--- src/rtl/ram_arb_pkg.sv ---
// Shared types and constants for the RAM port arbiter: FSM states, the
// byte counter width, the IO address prefix and the LSB size codes.
package ram_arb_pkg;

    typedef enum logic [1:0] {
        IDLE    = 2'd0,
        READ    = 2'd1,
        WRITE   = 2'd2,
        IO_WAIT = 2'd3
    } arb_state_t;

    // Wide enough to count edges up to N+1 for a 4-byte read.
    localparam int CNT_W = 3;

    // mem_a[17:16] of a write that targets the uart.
    localparam logic [1:0] IO_PREFIX = 2'b11;

    localparam logic [2:0] SZ_BYTE = 3'd1;
    localparam logic [2:0] SZ_HALF = 3'd2;
    localparam logic [2:0] SZ_WORD = 3'd4;

    // Byte count for an LSB size code; anything unrecognised is one byte.
    function automatic logic [CNT_W-1:0] size_bytes(input logic [2:0] goal);
        case (goal)
            SZ_HALF: return CNT_W'(2);
            SZ_WORD: return CNT_W'(4);
            default: return CNT_W'(1);
        endcase
    endfunction

endpackage

--- src/rtl/ram_arb_grant.sv ---
// Grant selection between the fetch and LSB requesters. Purely combinational
// in the default build (LSB has fixed priority). With RAM_ARB_RR_EN defined a
// last-grant flop alternates the winner when both request together.
module ram_arb_grant (
`ifdef RAM_ARB_RR_EN
    input  logic clk,
    input  logic rst,
    input  logic grant_take,
`endif
    input  logic fet_req,
    input  logic lsb_req,
    output logic gnt_fet,
    output logic gnt_lsb
);
    import ram_arb_pkg::*;

`ifdef RAM_ARB_RR_EN
    // Remembers who won the last grant; resets to fetch so LSB wins first.
    logic last_lsb;

    // Update the last-grant record only on an edge where a grant is taken.
    always_ff @(posedge clk or negedge rst) begin
        if (!rst)
            last_lsb <= 1'b0;
        else if (grant_take)
            last_lsb <= gnt_lsb;
    end

    // On a tie, the requester that did not win last time gets the port.
    always_comb begin
        gnt_lsb = lsb_req && !(fet_req && last_lsb);
        gnt_fet = fet_req && !gnt_lsb;
    end
`else
    // LSB always beats fetch.
    always_comb begin
        gnt_lsb = lsb_req;
        gnt_fet = fet_req && !lsb_req;
    end
`endif

endmodule

--- src/rtl/ram_port_arbiter.sv ---
// Single byte-wide RAM port shared by instruction fetch and the load/store
// buffer. Requests are serialised into little-endian byte accesses; every
// memory-side output is registered. Optional round-robin arbitration is
// enabled with the RAM_ARB_RR_EN macro.
module ram_port_arbiter #(
    parameter int ADDR_W = 32,
    parameter int WORD_W = 32
) (
    input  logic              clk,
    input  logic              rst,
    input  logic              io_buffer_full,
    input  logic              rollback_in,
    input  logic              fet_request_in,
    input  logic [ADDR_W-1:0] fet_address_in,
    output logic              fet_ready_out,
    output logic [WORD_W-1:0] fet_instruction_out,
    input  logic              lsb_request_in,
    input  logic              lsb_rw_signal_in,
    input  logic [ADDR_W-1:0] lsb_address_in,
    input  logic [2:0]        lsb_goal_in,
    input  logic [WORD_W-1:0] lsb_data_in,
    output logic              lsb_ready_out,
    output logic [WORD_W-1:0] lsb_data_out,
    input  logic [7:0]        mem_din,
    output logic [7:0]        mem_dout,
    output logic [ADDR_W-1:0] mem_a,
    output logic              mem_wr
);
    import ram_arb_pkg::*;

    arb_state_t        state, state_n;
    logic [CNT_W-1:0]  cyc, cyc_n;        // READ: edges since grant; WRITE: next byte index
    logic [CNT_W-1:0]  nbytes, nbytes_n;
    logic [ADDR_W-1:0] base, base_n;
    logic [WORD_W-1:0] wdata, wdata_n;
    logic [WORD_W-1:0] rdata, rdata_n;
    logic              is_lsb, is_lsb_n;
    logic              io_cool, io_cool_n; // one blocked IDLE edge after an IO write
    logic              grant_rw;

    logic [ADDR_W-1:0] mem_a_n;
    logic [7:0]        mem_dout_n;
    logic              mem_wr_n;
    logic              fet_rdy_n, lsb_rdy_n;
    logic [WORD_W-1:0] fet_instr_n, lsb_data_n;

    logic              gnt_fet, gnt_lsb, take, is_io;
    logic [CNT_W-1:0]  sidx;
    logic [7:0]        wbyte;

    assign take  = (state == IDLE) && !rollback_in && !io_cool && (gnt_fet || gnt_lsb);
    assign is_io = (base[17:16] == IO_PREFIX);
    assign sidx  = cyc - CNT_W'(2);
    assign wbyte = 8'(wdata >> {cyc, 3'b000});

    ram_arb_grant u_grant (
`ifdef RAM_ARB_RR_EN
        .clk        (clk),
        .rst        (rst),
        .grant_take (take),
`endif
        .fet_req    (fet_request_in),
        .lsb_req    (lsb_request_in),
        .gnt_fet    (gnt_fet),
        .gnt_lsb    (gnt_lsb)
    );

    // Next-state and next-output logic; memory outputs idle at zero by default.
    always_comb begin
        state_n     = state;
        cyc_n       = cyc;
        nbytes_n    = nbytes;
        base_n      = base;
        wdata_n     = wdata;
        rdata_n     = rdata;
        is_lsb_n    = is_lsb;
        io_cool_n   = 1'b0;
        grant_rw    = 1'b0;
        mem_a_n     = '0;
        mem_dout_n  = '0;
        mem_wr_n    = 1'b0;
        fet_rdy_n   = 1'b0;
        lsb_rdy_n   = 1'b0;
        fet_instr_n = fet_instruction_out;
        lsb_data_n  = lsb_data_out;

        case (state)
            IDLE: begin
                if (take) begin
                    rdata_n = '0;
                    cyc_n   = CNT_W'(1);
                    if (gnt_lsb) begin
                        base_n   = lsb_address_in;
                        nbytes_n = size_bytes(lsb_goal_in);
                        wdata_n  = lsb_data_in;
                        is_lsb_n = 1'b1;
                        grant_rw = lsb_rw_signal_in;
                    end else begin
                        base_n   = fet_address_in;
                        nbytes_n = CNT_W'(4);
                        is_lsb_n = 1'b0;
                    end
                    if (!grant_rw) begin
                        state_n = READ;
                        mem_a_n = base_n;
                    end else if ((base_n[17:16] == IO_PREFIX) && io_buffer_full) begin
                        state_n = IO_WAIT;
                        cyc_n   = '0;
                    end else begin
                        state_n    = WRITE;
                        mem_a_n    = base_n;
                        mem_dout_n = lsb_data_in[7:0];
                        mem_wr_n   = 1'b1;
                    end
                end
            end

            READ: begin
                if (rollback_in) begin
                    state_n = IDLE;
                end else begin
                    cyc_n = cyc + CNT_W'(1);
                    if (cyc < nbytes)
                        mem_a_n = base + ADDR_W'(cyc);
                    // mem_din carries the byte addressed two edges earlier
                    if (cyc >= CNT_W'(2))
                        rdata_n = rdata | (WORD_W'(mem_din) << {sidx, 3'b000});
                    if (cyc == nbytes + CNT_W'(1)) begin
                        state_n = IDLE;
                        if (is_lsb) begin
                            lsb_rdy_n  = 1'b1;
                            lsb_data_n = rdata_n;
                        end else begin
                            fet_rdy_n   = 1'b1;
                            fet_instr_n = rdata_n;
                        end
                    end
                end
            end

            WRITE: begin
                if (cyc == nbytes) begin
                    state_n   = IDLE;
                    lsb_rdy_n = 1'b1;
                    io_cool_n = is_io;
                end else if (is_io && io_buffer_full) begin
                    state_n = IO_WAIT;
                end else begin
                    mem_a_n    = base + ADDR_W'(cyc);
                    mem_dout_n = wbyte;
                    mem_wr_n   = 1'b1;
                    cyc_n      = cyc + CNT_W'(1);
                end
            end

            IO_WAIT: begin
                if (!io_buffer_full) begin
                    state_n    = WRITE;
                    mem_a_n    = base + ADDR_W'(cyc);
                    mem_dout_n = wbyte;
                    mem_wr_n   = 1'b1;
                    cyc_n      = cyc + CNT_W'(1);
                end
            end

            default: state_n = IDLE;
        endcase
    end

    // State and registered outputs; reset discards any transaction in flight.
    always_ff @(posedge clk or negedge rst) begin
        if (!rst) begin
            state               <= IDLE;
            cyc                 <= '0;
            nbytes              <= '0;
            base                <= '0;
            wdata               <= '0;
            rdata               <= '0;
            is_lsb              <= 1'b0;
            io_cool             <= 1'b0;
            mem_a               <= '0;
            mem_dout            <= '0;
            mem_wr              <= 1'b0;
            fet_ready_out       <= 1'b0;
            lsb_ready_out       <= 1'b0;
            fet_instruction_out <= '0;
            lsb_data_out        <= '0;
        end else begin
            state               <= state_n;
            cyc                 <= cyc_n;
            nbytes              <= nbytes_n;
            base                <= base_n;
            wdata               <= wdata_n;
            rdata               <= rdata_n;
            is_lsb              <= is_lsb_n;
            io_cool             <= io_cool_n;
            mem_a               <= mem_a_n;
            mem_dout            <= mem_dout_n;
            mem_wr              <= mem_wr_n;
            fet_ready_out       <= fet_rdy_n;
            lsb_ready_out       <= lsb_rdy_n;
            fet_instruction_out <= fet_instr_n;
            lsb_data_out        <= lsb_data_n;
        end
    end

endmodule

--- config.mk ---
export PLATFORM = sky130hd
export DESIGN_NAME = ram_port_arbiter
export DESIGN_NICKNAME = d
export VERILOG_FILES = /design/src/rtl/ram_arb_pkg.sv /design/src/rtl/ram_arb_grant.sv /design/src/rtl/ram_port_arbiter.sv
export SDC_FILE = /design/constraint.sdc
export NUM_CORES = 1
export LEC_CHECK = 0
export BUFFER_PORTS_ARGS = -buffer_cell sky130_fd_sc_hd__buf_2
export CAP_MARGIN = 20
export CELL_PAD_IN_SITES_DETAIL_PLACEMENT = 2
export CELL_PAD_IN_SITES_GLOBAL_PLACEMENT = 2
export CORE_MARGIN = 1.5
export CORE_UTILIZATION = 37
export DETAILED_ROUTE_END_ITERATION = 8
export GPL_TIMING_DRIVEN = 0
export PLACE_DENSITY_LB_ADDON = 0.1
export SLEW_MARGIN = 20
export SYNTH_ARGS = -nofsm -noshare
export SYNTH_HDL_FRONTEND = slang
export SYNTH_SLANG_ARGS = --single-unit
export TNS_END_PERCENT = 1
--- constraint.sdc ---
create_clock -name clk -period 6.3 [get_ports clk]
set_input_delay 0 -clock clk [delete_from_list [all_inputs] [get_ports clk]]
set_output_delay 0 -clock clk [all_outputs]
set_load 0.005 [all_outputs]
==> metrics.md <==
| Metric | Value |
|---|---|
| Seq pwr share | 39.1% |
| Vias in the first global route | 9,751 |
| TNS Setup | 0 ns |
| CP peak stage delay | 0.63 ns |
| Drt total wl | 37.9 mm |
| Ys async rst share | between 90% and 100% |
| H-tree depth | 1 |
| Clk root buf | clkbuf_16 |
| Max-cap violation count | 0 |
| Worst setup EP type | flop |
| Syn Std Cell Area | 9560 sq um |
| Finished layout cell area | 13,000 sq um |
| Wl on met1 | around 16 mm |
| Clock Latency Late Sink | approximately 0.53 ns |
| GRT Total Usage | between 20% and 30% |
| Met3 WL | 1.52 mm |
| Input/output buffers | 210 |
| Logic pwr share | 36.6% |
| CTS tree | built |
| DR vias | 8,565 |
| Initial Util | 37.9% |
| Post-DP HPWL | between 20 and 25 mm |
| Die area | approximately 27,000 sq um |
| Drt wl/cell | 24.0 um |
| Num ports | 221 |
| Reg area | ~5300 sq um |
| Post-synthesis net count | 1,009 |
| P_leak | 6.11 nW |
| Ant. Diodes | 0 |
| Post-synth EDFFs | 0 |
| Syn_area_per_cell | about 11 sq um |
| Routability Congestion | roughly 0.80 |
| Hold buffers post-CTS | 111 |
| Cells along the critical path | inv_1, ha_1, nand3_1, a32oi_1, o21ai_0, nand2_1, clkbuf_1, o22ai_1 |
| Fraction of layout cells with a size suffix above 1 | between 20% and 30% |
| Worst VDD drop | 209 uV |
| Status | complete, no violations |
| Yosys cell types | 57 |
| Final Hold Fails | 0 |
| Worst EP required | 6.64 ns |
| Sw frac | 39.0% |
| Hold crit path type | input port to flop |
| Placed Instance Area | 11,100 sq um |
| Clock power share | 24.3% |
| Filler cell count | 2,582 |
| Slew Viols, Final | 0 |
| Global-route wire length before repair | 58.4 mm |
| PostCTS Resize Cnt | 0 |
| RSZ-0062 raised after global routing | false |
| Max Freq | just under 300 MHz |
| TritonCTS sink count | between 200 and 250 |
| Crit path DAT | 3.73 ns |
| Largest net degree at the start of global routing | between 60 and 70 |
| P_int | 0.00353 W |
| Max Used Layer | met4 |
| Setup CP Type | flop to flop |
| Final net count | 1,360 |
| Initial antenna violation count | 0 |
| Yosys warning total | 0 |
| Max-slew headroom | between 20% and 30% |
| Syn-to-layout area delta | 36.0% |
| Finished Layout Cells | 1,579 |
| Core footprint | 25,300 sq um |
| Critical Path Fanout Max | 10 |
| Clk slew on worst S/H paths | 0.07 ns |
| DRT antenna net count | 0 |
| Min Hold Slack | 0.0324 ns |
| Post-synthesis sequential area ratio | between 50% and 60% |
| Routed wl met2 | roughly 20 mm |
| DIE HEIGHT | 164 um |
| Final period utilization | 53.8% |
| Die X | 164 um |
| Cells after synthesis | 879 |
| Cell Pwr Density | 445 nW/um^2 |
| Starting DRC count in detailed routing | 420 |
| Slowest CP cell | clkbuf_1 |
| First-pass DRT Iterations | 5 |
| Util after Layout | 51.5% |
| Post-route minimum period | ~3.4 ns |
| Synth Flop Type | dfrtp_1 |
| Sw Pwr | 0.00226 W |
| Grt ovf | 0 |
| Final setup vio count | 0 |
| Synth Register Bits | 213 |
| Drc violations | 0 |
| Startpoint types | flop |
| Dpl cells | 1,422 |
| Clk_skew | roughly 0.014 ns |
| Core Rows | just under 60 |
| Worst-margin pin slew | 1.09 ns |
| Num CTS Buffers | 25 |
| Multi-input gate area in the final layout | just under 4000 sq um |
| Number of post-CTS setup repair buffers | 0 |
| Via/cell ratio | approximately 5.4 |
| Maximum root-to-sink buffer count | 3 |
==> per-stage QoR <==
step | setup WS [ns] | power (W)
after floorplan | 4.10 | 0.00338
after global placement | 1.35 | 0.00409
after detailed placement | 3.10 | 0.00423
after CTS | 3.08 | 0.00571
after global routing | 2.80 | 0.00611
final | 2.91 | 0.00578
==> final timing paths <==
path,cells after the start,end,from,slack [ns]
max reg2reg,8,mem_a[15]$_DFF_PN0_,cyc[0]$_DFFE_PN0P_,2.91
min reg2reg,2,fet_instruction_out[10]$_DFFE_PN0P_,fet_instruction_out[10]$_DFFE_PN0P_,0.48
max,8,mem_a[15]$_DFF_PN0_,cyc[0]$_DFFE_PN0P_,2.91
min in group asynchronous,3,wdata[16]$_DFFE_PN0P_,rst,0.49
min,3,rdata[12]$_DFFE_PN0P_,mem_din[4],0.03
max in group asynchronous,4,fet_instruction_out[25]$_DFFE_PN0P_,rst,4.22
==> state kept, by name (all words and copies together) (netlist names), 2 cells and up <==
name	count
base	32
fet_instruction_out	32
lsb_data_out	32
mem_a	32
rdata	32
wdata	32
mem_dout	8
cyc	3
nbytes	3
state	2
==> placed cells by master (no fill, tap or decap), types with 4 or more instances in the layout <==
master,Yosys,final
a2111oi_4,4,4
a21oi_1,69,69
a22oi_1,9,9
and2_1,6,6
buf_1,12,12
buf_2,5,214
clkbuf_1,36,46
clkbuf_16,0,25
clkbuf_8,0,5
clkinv_2,0,4
dfrtp_1,213,213
dlygate4sd3_1,0,111
ha_1,15,15
inv_1,14,14
mux2_2,32,32
mux2i_1,32,32
mux4_2,8,8
nand2_1,120,120
nand3_1,15,15
nand4_1,12,12
nor2_1,50,50
nor2b_1,4,4
nor3_1,5,5
nor3b_2,4,4
nor4_2,6,6
o21ai_0,103,103
o22ai_1,23,23
o22ai_2,6,6
xnor2_1,15,15
xor2_1,15,15
==> kinds of logic after synthesis <==
kind of cell | share of synthesized area (%)
fa+ha+maj | 2.17
compound gates | 14.8
buf+inv | 2.85
mux | 9.01
simple gates | 12.5
xor+xnor | 3.00
flops | 55.8
==> power by group through the flow <==
stage               Sequential, W  Clock [W]  Combinational (W)
finish                    0.00226    0.00140            0.00211
global route              0.00232    0.00148            0.00231
floorplan                 0.00217          0            0.00121
CTS                       0.00223    0.00141            0.00206
detailed placement        0.00225          0            0.00198
global placement          0.00221          0            0.00188
==> per-layer routing <==
layer | vias up | track usage (%)
met4 | 0 | 8.10
met1 | 4446 | 35.7
met2 | 251 | 52.2
met3 | 58 | 3.71
met5 | - | 0
li1 | 3810 | -
==> worst max-delay path, delay by kind of cell, from the launching register on <==
| kind | cells | cell delay [ns] |
|---|---|---|
| adders and majority gates | 1 | 0.40 |
| DFF | 1 | 0.49 |
| and+or+nand+nor | 2 | 0.40 |
| buffers and inverters | 2 | 0.84 |
| AOI/OAI and AO/OA | 3 | 1.07 |
==> Yosys cell counts, types with 2 or more instances <==
master	number	area share, %
nor3_1	5	0.26
nor4_1	2	0.13
o2111ai_1	2	0.18
nor2b_1	4	0.26
o22ai_2	6	0.79
o21ai_0	103	5.4
nand3_1	15	0.79
or2_2	3	0.20
a211oi_1	2	0.16
clkbuf_1	36	1.4
buf_2	5	0.26
mux2i_1	32	3.4
a2111oi_4	4	1.2
dfrtp_1	213	56
or3_1	3	0.20
a22oi_1	9	0.71
o31ai_1	2	0.16
xor2_1	15	1.4
o221ai_1	2	0.18
nor4_2	6	0.79
nand2b_1	3	0.20
xnor2_1	15	1.4
mux4_2	8	1.9
ha_1	15	2.0
nand2_1	120	4.7
inv_1	14	0.55
and3_1	2	0.13
nand4_1	12	0.79
mux2_2	32	3.8
o22ai_1	23	1.5
a21o_1	3	0.24
nor3b_2	4	0.52
and2_1	6	0.39
nand4b_1	2	0.18
buf_1	12	0.47
a21oi_1	69	3.6
nor2_1	50	2.0
==> area by class of cell <==
| type | count | share of cell area [%] |
|---|---|---|
| Sequential cell | 213 | 41.0 |
| Multi-Input combinational cell | 597 | 30.4 |
| Timing Repair Buffer | 324 | 17.3 |
| Clock buffer | 40 | 5.63 |
| Tap cell | 330 | 3.18 |
| Buffer | 54 | 1.67 |
| Inverter | 15 | 0.433 |
| Clock inverter | 6 | 0.289 |
(Power assumes the default switching activity.)
